`src/rtl/cam_frame_writer.sv`:
```
// Camera pixel-stream writer: packs 8-bit pixels four to a 32-bit word and
// writes one frame into the memory-mapped frame buffer starting at BASE_ADDR.
module cam_frame_writer #(
  parameter logic [31:0] BASE_ADDR = 32'h0005_0000,
  parameter int unsigned FRAME_W   = 160,
  parameter int unsigned FRAME_H   = 120
) (
  input  logic        clk,
  input  logic        rst_n,
  input  logic        start,
  input  logic        sof,
  input  logic        pix_valid,
  input  logic [7:0]  pix_data,
  output logic        pix_ready,
  output logic [31:0] mem_addr,
  output logic [31:0] mem_wdata,
  output logic        mem_we,
  output logic        busy,
  output logic        done,
  output logic        sync_err
);

  localparam int unsigned NUM_WORDS = (FRAME_W * FRAME_H) / 4;
  localparam int unsigned WCW       = (NUM_WORDS > 1) ? $clog2(NUM_WORDS) : 1;
  localparam logic [WCW-1:0] LAST_WORD = WCW'(NUM_WORDS - 1);

  typedef enum logic [1:0] {IDLE, WAIT_SOF, CAPTURE, DONE} state_t;

  state_t         state, state_nxt;
  logic [1:0]     pix_cnt, pix_cnt_nxt;
  logic [WCW-1:0] word_cnt, word_cnt_nxt;
  logic [23:0]    word_buf, word_buf_nxt;
  logic           pix_ready_nxt, mem_we_nxt, busy_nxt, done_nxt, sync_err_nxt;
  logic [31:0]    mem_addr_nxt, mem_wdata_nxt;
  logic           accept;

  assign accept = pix_valid & pix_ready;

  // State register
  always_ff @(posedge clk or negedge rst_n) begin
    if (!rst_n) state <= IDLE;
    else        state <= state_nxt;
  end

  // Next-state logic
  always_comb begin
    state_nxt = state;
    case (state)
      IDLE:     if (start) state_nxt = WAIT_SOF;
      WAIT_SOF: if (accept && sof) state_nxt = CAPTURE;
      CAPTURE:  if (accept && !sof && (pix_cnt == 2'd3) && (word_cnt == LAST_WORD))
                  state_nxt = DONE;
      DONE:     state_nxt = IDLE;
      default:  state_nxt = IDLE;
    endcase
  end

  // Output and datapath next values; registered below
  always_comb begin
    pix_ready_nxt = (state_nxt == WAIT_SOF) || (state_nxt == CAPTURE);
    busy_nxt      = (state_nxt != IDLE);
    done_nxt      = (state == DONE);
    mem_we_nxt    = 1'b0;
    mem_addr_nxt  = mem_addr;
    mem_wdata_nxt = mem_wdata;
    sync_err_nxt  = sync_err;
    pix_cnt_nxt   = pix_cnt;
    word_cnt_nxt  = word_cnt;
    word_buf_nxt  = word_buf;

    if ((state == IDLE) && start) sync_err_nxt = 1'b0;

    // sof always restarts the frame; mid-frame it also flags a sync loss
    if (accept && sof) begin
      word_buf_nxt = {16'h0000, pix_data};
      pix_cnt_nxt  = 2'd1;
      word_cnt_nxt = '0;
      if (state == CAPTURE) sync_err_nxt = 1'b1;
    end else if (accept && (state == CAPTURE)) begin
      if (pix_cnt == 2'd3) begin
        mem_we_nxt    = 1'b1;
        mem_wdata_nxt = {pix_data, word_buf};
        mem_addr_nxt  = BASE_ADDR + (32'(word_cnt) << 2);
        pix_cnt_nxt   = 2'd0;
        word_cnt_nxt  = (word_cnt == LAST_WORD) ? '0 : word_cnt + WCW'(1);
      end else begin
        case (pix_cnt)
          2'd0:    word_buf_nxt[7:0]   = pix_data;
          2'd1:    word_buf_nxt[15:8]  = pix_data;
          default: word_buf_nxt[23:16] = pix_data;
        endcase
        pix_cnt_nxt = pix_cnt + 2'd1;
      end
    end
  end

  always_ff @(posedge clk or negedge rst_n) begin
    if (!rst_n) begin
      pix_ready <= 1'b0;
      mem_we    <= 1'b0;
      mem_addr  <= '0;
      mem_wdata <= '0;
      busy      <= 1'b0;
      done      <= 1'b0;
      sync_err  <= 1'b0;
      pix_cnt   <= '0;
      word_cnt  <= '0;
      word_buf  <= '0;
    end else begin
      pix_ready <= pix_ready_nxt;
      mem_we    <= mem_we_nxt;
      mem_addr  <= mem_addr_nxt;
      mem_wdata <= mem_wdata_nxt;
      busy      <= busy_nxt;
      done      <= done_nxt;
      sync_err  <= sync_err_nxt;
      pix_cnt   <= pix_cnt_nxt;
      word_cnt  <= word_cnt_nxt;
      word_buf  <= word_buf_nxt;
    end
  end

endmodule

```
`config.mk`:
```
export PLATFORM = sky130hd
export DESIGN_NAME = cam_frame_writer
export DESIGN_NICKNAME = d
export VERILOG_FILES = /design/src/rtl/cam_frame_writer.sv
export SDC_FILE = /design/constraint.sdc
export NUM_CORES = 1
export LEC_CHECK = 0
export ABC_AREA = 1
export ABC_CLOCK_PERIOD_IN_PS = 1700
export CELL_PAD_IN_SITES_DETAIL_PLACEMENT = 0
export CELL_PAD_IN_SITES_GLOBAL_PLACEMENT = 2
export CORE_UTILIZATION = 28
export CTS_CLUSTER_SIZE = 8
export DETAILED_ROUTE_END_ITERATION = 8
export PLACE_DENSITY_LB_ADDON = 0.1
export SLEW_MARGIN = 15
export SYNTH_ARGS = -nofsm -noshare
export SYNTH_HDL_FRONTEND = slang
export SYNTH_SLANG_ARGS = --single-unit
```
`constraint.sdc`:
```
create_clock -name clk -period 1.7 [get_ports clk]
set_clock_uncertainty 0.1 [all_clocks]
set_input_delay 0.34 -clock clk [delete_from_list [all_inputs] [get_ports clk]]
set_output_delay 0.34 -clock clk [all_outputs]
set_load 0.02 [all_outputs]
```
Yosys cells after proc, flatten, opt, wreduce, memory -nomap -nowiden

Index checks and enable logic that the tools add are counted.

Logic and storage cells: 72
Output and inout bits: 69
Flip-flop bits (word level): 110
Input port bits: 13

Bitwise operators: 2
Add/subtract/negate cells: 3
Eq/ne operators: 10
Reduce and logical (&&, ||, !) cells: 21
Mux-type cells: 23

Operators with widths:

| operator               | number |
|---|---|
| $mux 24                | 3 |
| $mux 13                | 4 |
| $mux 8                 | 3 |
| $add 19x15->20 const A | 1 |
| $add 13x1->13 const B  | 1 |
| $eq 13x13->1 const B   | 1 |
| $mux 2                 | 6 |
| $reduce_and 3->1       | 4 |
| $reduce_bool 2->1      | 5 |
| $eq 2x2->1 const B     | 4 |
| $pmux 2 s4             | 1 |
| $eq 2x1->1 const B     | 3 |
| $logic_and 1x1->1      | 6 |
| $mux 1                 | 6 |
| $logic_not 2->1        | 2 |
| $ne 2x1->1 const B     | 2 |
| $add 2x1->2 const B    | 1 |
| $reduce_and 2->1       | 1 |
| $reduce_or 2->1        | 1 |
| $and 1x1->1            | 1 |
| $logic_not 1->1        | 1 |
| $logic_or 1x1->1       | 1 |
| $not 1->1              | 1 |

Logic depth before layout (Yosys ltp)

Word-level depth: 8
Depth in mapped cells: 10
Mapped depth without buffers: 9

Least setup slack after synthesis

OpenSTA, ideal clock, no wires.

Path type: register -> register
Start: reg pix_cnt[0]
End: reg pix_ready
Period minus slack after synthesis: 1.753 ns
Buffers on the path: 1
Arrival: 1.527 ns
Path slack: -0.053 ns
Cell stages (with the launch flop): 9
Library setup time: 0.126 ns
Required time: 1.474 ns
Path through: dfrtp_1 > ha_1 > nand2_1 > nor2_4 > buf_4 > nand3_1 > nand2_1 > a21oi_1 > ha_1

Cells in the longest elaborated chain, start to end: 7
Elaborated cells between the ends (all ways): 8
Classes of those cells: 3 x eq/ne; 2 x mux; 3 x reduce/logical

RTL lines:

| what                                     | RTL line | RTL |
|---|---|---|
| start: declaration                       | 30       | `logic [1:0] pix_cnt, pix_cnt_nxt;` |
| start signal: assignment                 | 117      | `pix_cnt <= pix_cnt_nxt;` |
| $eq 2x2->1 *                             | 51       | `CAPTURE: if (accept && !sof && (pix_cnt == 2'd3) && (word_cnt == LAST_WORD))` |
| $logic_and 1x1->1 * (2 in a row)         | 51       |  |
| $mux 2 *                                 | 51       |  |
| $pmux 2 s4 *                             | 48       | `case (state)` |
| $eq 2x1->1 or $eq 2x2->1 (tied branches) | 60       | `pix_ready_nxt = (state_nxt == WAIT_SOF) \|\| (state_nxt == CAPTURE);` |
| $logic_or 1x1->1 *                       | 60       |  |
| net pix_ready_nxt                        | 33       | `logic pix_ready_nxt, mem_we_nxt, busy_nxt, done_nxt, sync_err_nxt;` |
| end signal: assignment                   | 110      | `pix_ready <= pix_ready_nxt;` |
| end: declaration                         | 14       | `output logic pix_ready,` |

Mark *: on every way through the listed nets, which the timed path passes. The rest lies on a longest branch.
A chain may end at the register's enable or synchronous reset.

Final worst setup path

Start: in pix_valid
End: reg pix_ready

Cells in the longest elaborated chain, start to end: 8
Elaborated cells between the ends (all ways): 11
Classes of those cells: 2 x eq/ne; 3 x mux; 1 x bitwise; 5 x reduce/logical

RTL lines:

| what                                     | RTL line | RTL |
|---|---|---|
| start: declaration                       | 12       | `input logic pix_valid,` |
| $and 1x1->1 *                            | 37       | `assign accept = pix_valid & pix_ready;` |
| $logic_and 1x1->1 (3 in a row)           | 51       |  |
| $mux 2                                   | 51       |  |
| $pmux 2 s4 *                             | 48       |  |
| $eq 2x1->1 or $eq 2x2->1 (tied branches) | 60       |  |
| $logic_or 1x1->1 *                       | 60       |  |
| net pix_ready_nxt                        | 33       |  |

Marks and branches as above.

==> summary.md <==
Horizontal extent of the die: 122.8 um. The fraction of power spent switching nets is 31.62%, and the power share of the combinational group is 23.9%. Sequential cells were found to cover 56.32% of the synthesized design area. The sink count of the clock tree came out at 92.

The die boundary height works out to 122.8 um. The via count of the first global-routing pass is 3178, and the largest driver fanout on the critical path is 4. The worst path required time is 1.83 ns, and the final count of hold timing violations is 0. The net switching power of the design is 2091 uW. Clock-pin slew was measured on the worst setup and hold paths at 0.07 ns.

The worst register-to-register path begins at pix_cnt[0]. Once layout is done, the placed cells without fillers occupy 5384 um^2. The fraction of layout instances using a drive strength above 1 is 12.99%, and the starting density of the core is 29.11%.

Summed over all instances, the cell type with the most area after synthesis is sky130_fd_sc_hd__dfrtp_1. The number of different library cells in the post-synthesis netlist came out at 29. The core region area is 14040 um^2, and the post-detailed-route wirelength per cell is 13.48 um. For the remaining design rule violation count, the log shows 0. Setup repair after global routing could not meet its margin everywhere. For this run, the slowest stage of the critical path takes 0.47 ns. Internal power comes to 4523 uW. After synthesis, the largest area contributor takes up 56.32% of total cell area.

Number of diodes added for antenna fixing: 0. Final cell utilization of the core: 38.34%. After synthesis the netlist holds a flip-flop and latch count of 92. The classification of the worst setup path was input port to register. The first global-routing pass estimated 16.48 mm of wire.

Prior to clock tree synthesis, the placed netlist has a worst setup slack of -0.3086 ns. The simple-gate area share of the yosys netlist is 25.07%. Wire segments on met2 add up to 4.853 mm in the final route. The detailed-route wire length on metal 1 is 4.617 mm, and the share of synthesized cell area in full adder, half adder and majority cells is 1.530%. The Yosys step of the flow raised 0 warnings.

Compared with the post-synthesis result, the final layout area differs by 31.71%. Synthesis produced a netlist whose cell count is 468. The run gives 0.7377 as the final estimated routing congestion in global placement. Static leakage: 0.002911 uW. The tools report the initial antenna violation count as 0.

The clock network burns 33.3% of the power. In the final design database the tool counted 575 nets. The tools report the kind of end point of the critical path as a register. Count of endpoints failing setup in the final report: 0.

The total power density per cell area works out to 1229 nW/um^2. The H-tree was split into 3 levels. The critical path goes through clkdlybuf4s50_1 -> nand2_2 -> inv_1 -> nand2_4 -> nor2_4 -> nand3_1 -> nand2_1 -> a21oi_1 -> ha_1. The detailed router placed 3177 vias in this run. For this run the aggregate overflow at the end of global routing stands at 0. The setup check on the worst reg-to-reg path leaves a slack of 0.12 ns. The run finished with clean final reports. The run gives 0 as the max-slew violation count. After floorplanning, the core was divided into 43 placement rows.

Of the total power, registers draw 42.9%. STA classifies the critical path startpoint as an input port. The main combinational cell family by area after synthesis was simple AND/OR/NAND/NOR gates. The worst hold path belongs to the class input port to asynchronous set/reset pin.

The worst path uses 95.24% of the clock period. TritonCTS created 9 clock buffers. Of the post-synthesis cell area, the part taken by muxes is 0%. Detailed placement ended at an HPWL of 7.273 mm. Summing the areas of all compound-gate instances in the mapped netlist gives 7.652% of the synthesized area. The clock passes through at most 2 buffers. The library cell contributing the largest single delay on the critical path was sky130_fd_sc_hd__clkdlybuf4s50_1.

The path depth of the worst reg2reg path is 7. The worst register-to-register path ends at pix_ready. The maximum ir drop on the vdd rail is 0.4968 mV, and the die footprint is 15090 um^2. The run gives 82 as the count of boundary I/O pins.

The tree is rooted in a sky130_fd_sc_hd__clkbuf_16. The clock reaches the later pin of the worst-skew pair after 0.34 ns. The tools report the arrival time of data at the critical path endpoint as 1.75 ns.

Aggregate global-route resource usage: 14.66%. The tools report the total wirelength of the detailed-routed design as 10.00 mm. Dividing the detail-routed via count by the number of cells gives 4.282. Number of DRC markers in iteration 0: 109. The minimum setup slack in the final design was 0.08096 ns; the average instance area after synthesis was 8.734 um^2. The run gives 5060 um^2 as the placed instance area. Max-cap violations in this run came to 0. For this run, the detailed router's first-pass iteration total came to 4. For the largest net degree at the start of global routing, the log shows 33. The routed length on met3 is 413 um, and the post-detailed-route count of antenna-violating nets is 0. Sorting the synthesized cells by area gives the leading types as sky130_fd_sc_hd__dfrtp_1 56%, sky130_fd_sc_hd__nand2_1 16%, sky130_fd_sc_hd__o21ai_1 4.0%.

For this run, the top clock speed supported by timing is 617.6 MHz. In this run the cell area of the synthesized design comes to 4088 um^2. The number of port buffers was 64. TritonCTS built the clock tree.

After detailed routing, no signal wire sits above met4. The minimum clock period is 1.619 ns, and the xor and xnor fraction of the mapped netlist area is 0%.
==> logic make-up (layout without fill, tap and decap cells) <==
family / Yosys count / after routing
fa+ha+maj: 5 / 5
other cells: 1 / 17
simple gates: 241 / 241
compound gates: 57 / 57
flops: 92 / 92
buf+inv: 72 / 150
==> area by class of cell <==
| type | count | area [um^2] |
|---|---|---|
| fillers | 1474 | 8658 |
| flip-flops and latches | 92 | 2303 |
| multi-input cells | 320 | 1501 |
| repair buffers | 95 | 883.3 |
| clock buffers | 10 | 229.0 |
| well taps | 180 | 225.2 |
| inverters | 39 | 146.4 |
| clock inverters | 6 | 95.09 |
==> placed cells by master (no fill, tap or decap), drive strengths merged <==
cell           instances
nand2                183
dfrtp                 92
dlygate4sd2           52
o21ai                 50
inv                   42
buf                   31
nor2                  27
nand3                 21
conb                  17
clkdlybuf4s50         11
clkbuf                10
ha                     5
nand4                  4
a21oi                  4
or2                    2
nand3b                 2
bufinv                 2
nor3                   2
o31ai                  1
o211ai                 1
o2111ai                1
clkinv                 1
dlygate4sd3            1
==> cells in the mapped netlist (all sizes together) <==
master and instances:
ha 5, nor2 27, buf 33, a21oi 4, o211ai 1, nand4 4, nand2 183, nand3b 2
o21ai 50, dfrtp 92, or2 2, o2111ai 1, nor3 2, conb 1, o31ai 1, inv 39
nand3 21
==> worst max-delay path: cells and delay by family <==
kind                     cells  cell delay (ns)
AO/OA/AOI/OAI                1             0.06
adder cells (fa/ha/maj)      1             0.28
buffers and inverters        2             0.57
AND/OR/NAND/NOR              5             0.48
==> per-layer routing <==
layer / vias up / GRT usage, %
li1: 1613 / -
met1: 1499 / 18.25
met2: 55 / 24.61
met3: 10 / 4.182
met4: 0 / 4.116
met5: - / 0
==> per-stage QoR <==
stage                     hold slack (ns)  setup TNS (ns)  cells  power (uW)
after floorplan                  -0.05559               0    484        3849
after global placement             0.2002          -13.71    724        4528
after detailed placement           0.2049          -15.63    724        4551
after CTS                          0.3690               0    741        6699
after global routing               0.3941        -0.01053    742        7054
final                              0.3652               0    742        6614
==> flip-flops by register name, summed over array words and instances (netlist names) <==
| register | cells |
|---|---|
| mem_we | 1 |
| word_cnt | 13 |
| mem_wdata | 32 |
| pix_cnt | 2 |
| state | 2 |
| mem_addr | 14 |
| pix_ready | 1 |
| done | 1 |
| word_buf | 24 |
| sync_err | 1 |
| busy | 1 |
==> timing repair <==
action,CTS,global route
endpoints found under the setup margin,52,18
hold buffers,1,0
resized for setup,52,8
hold endpoints to repair,24,0
buffers inserted,0,1
pin swaps,0,2
==> power by group through the flow <==
stage	Clock [uW]	Sequential [uW]	Combinational [uW]
after CTS	2280	2840	1580
after global placement	0	2890	1640
final	2200	2840	1580
after floorplan	0	3020	831
after global routing	2360	2890	1800
after detailed placement	0	2880	1670
==> worst max-delay path by stage <==
stage          slack, ns        from  cells after the start      endpoint
6_report            0.08   pix_valid                      9     pix_ready
5_1_grt            -0.01   pix_valid                      9     pix_ready
4_1_cts             0.02  pix_cnt[0]                      7     pix_ready
3_5_place_dp       -0.31   pix_valid                      8   word_cnt[5]
3_3_place_gp       -0.27   pix_valid                      9  word_buf[23]
2_1_floorplan       0.02  pix_cnt[0]                      8     pix_ready
(Power assumes the default switching activity.)
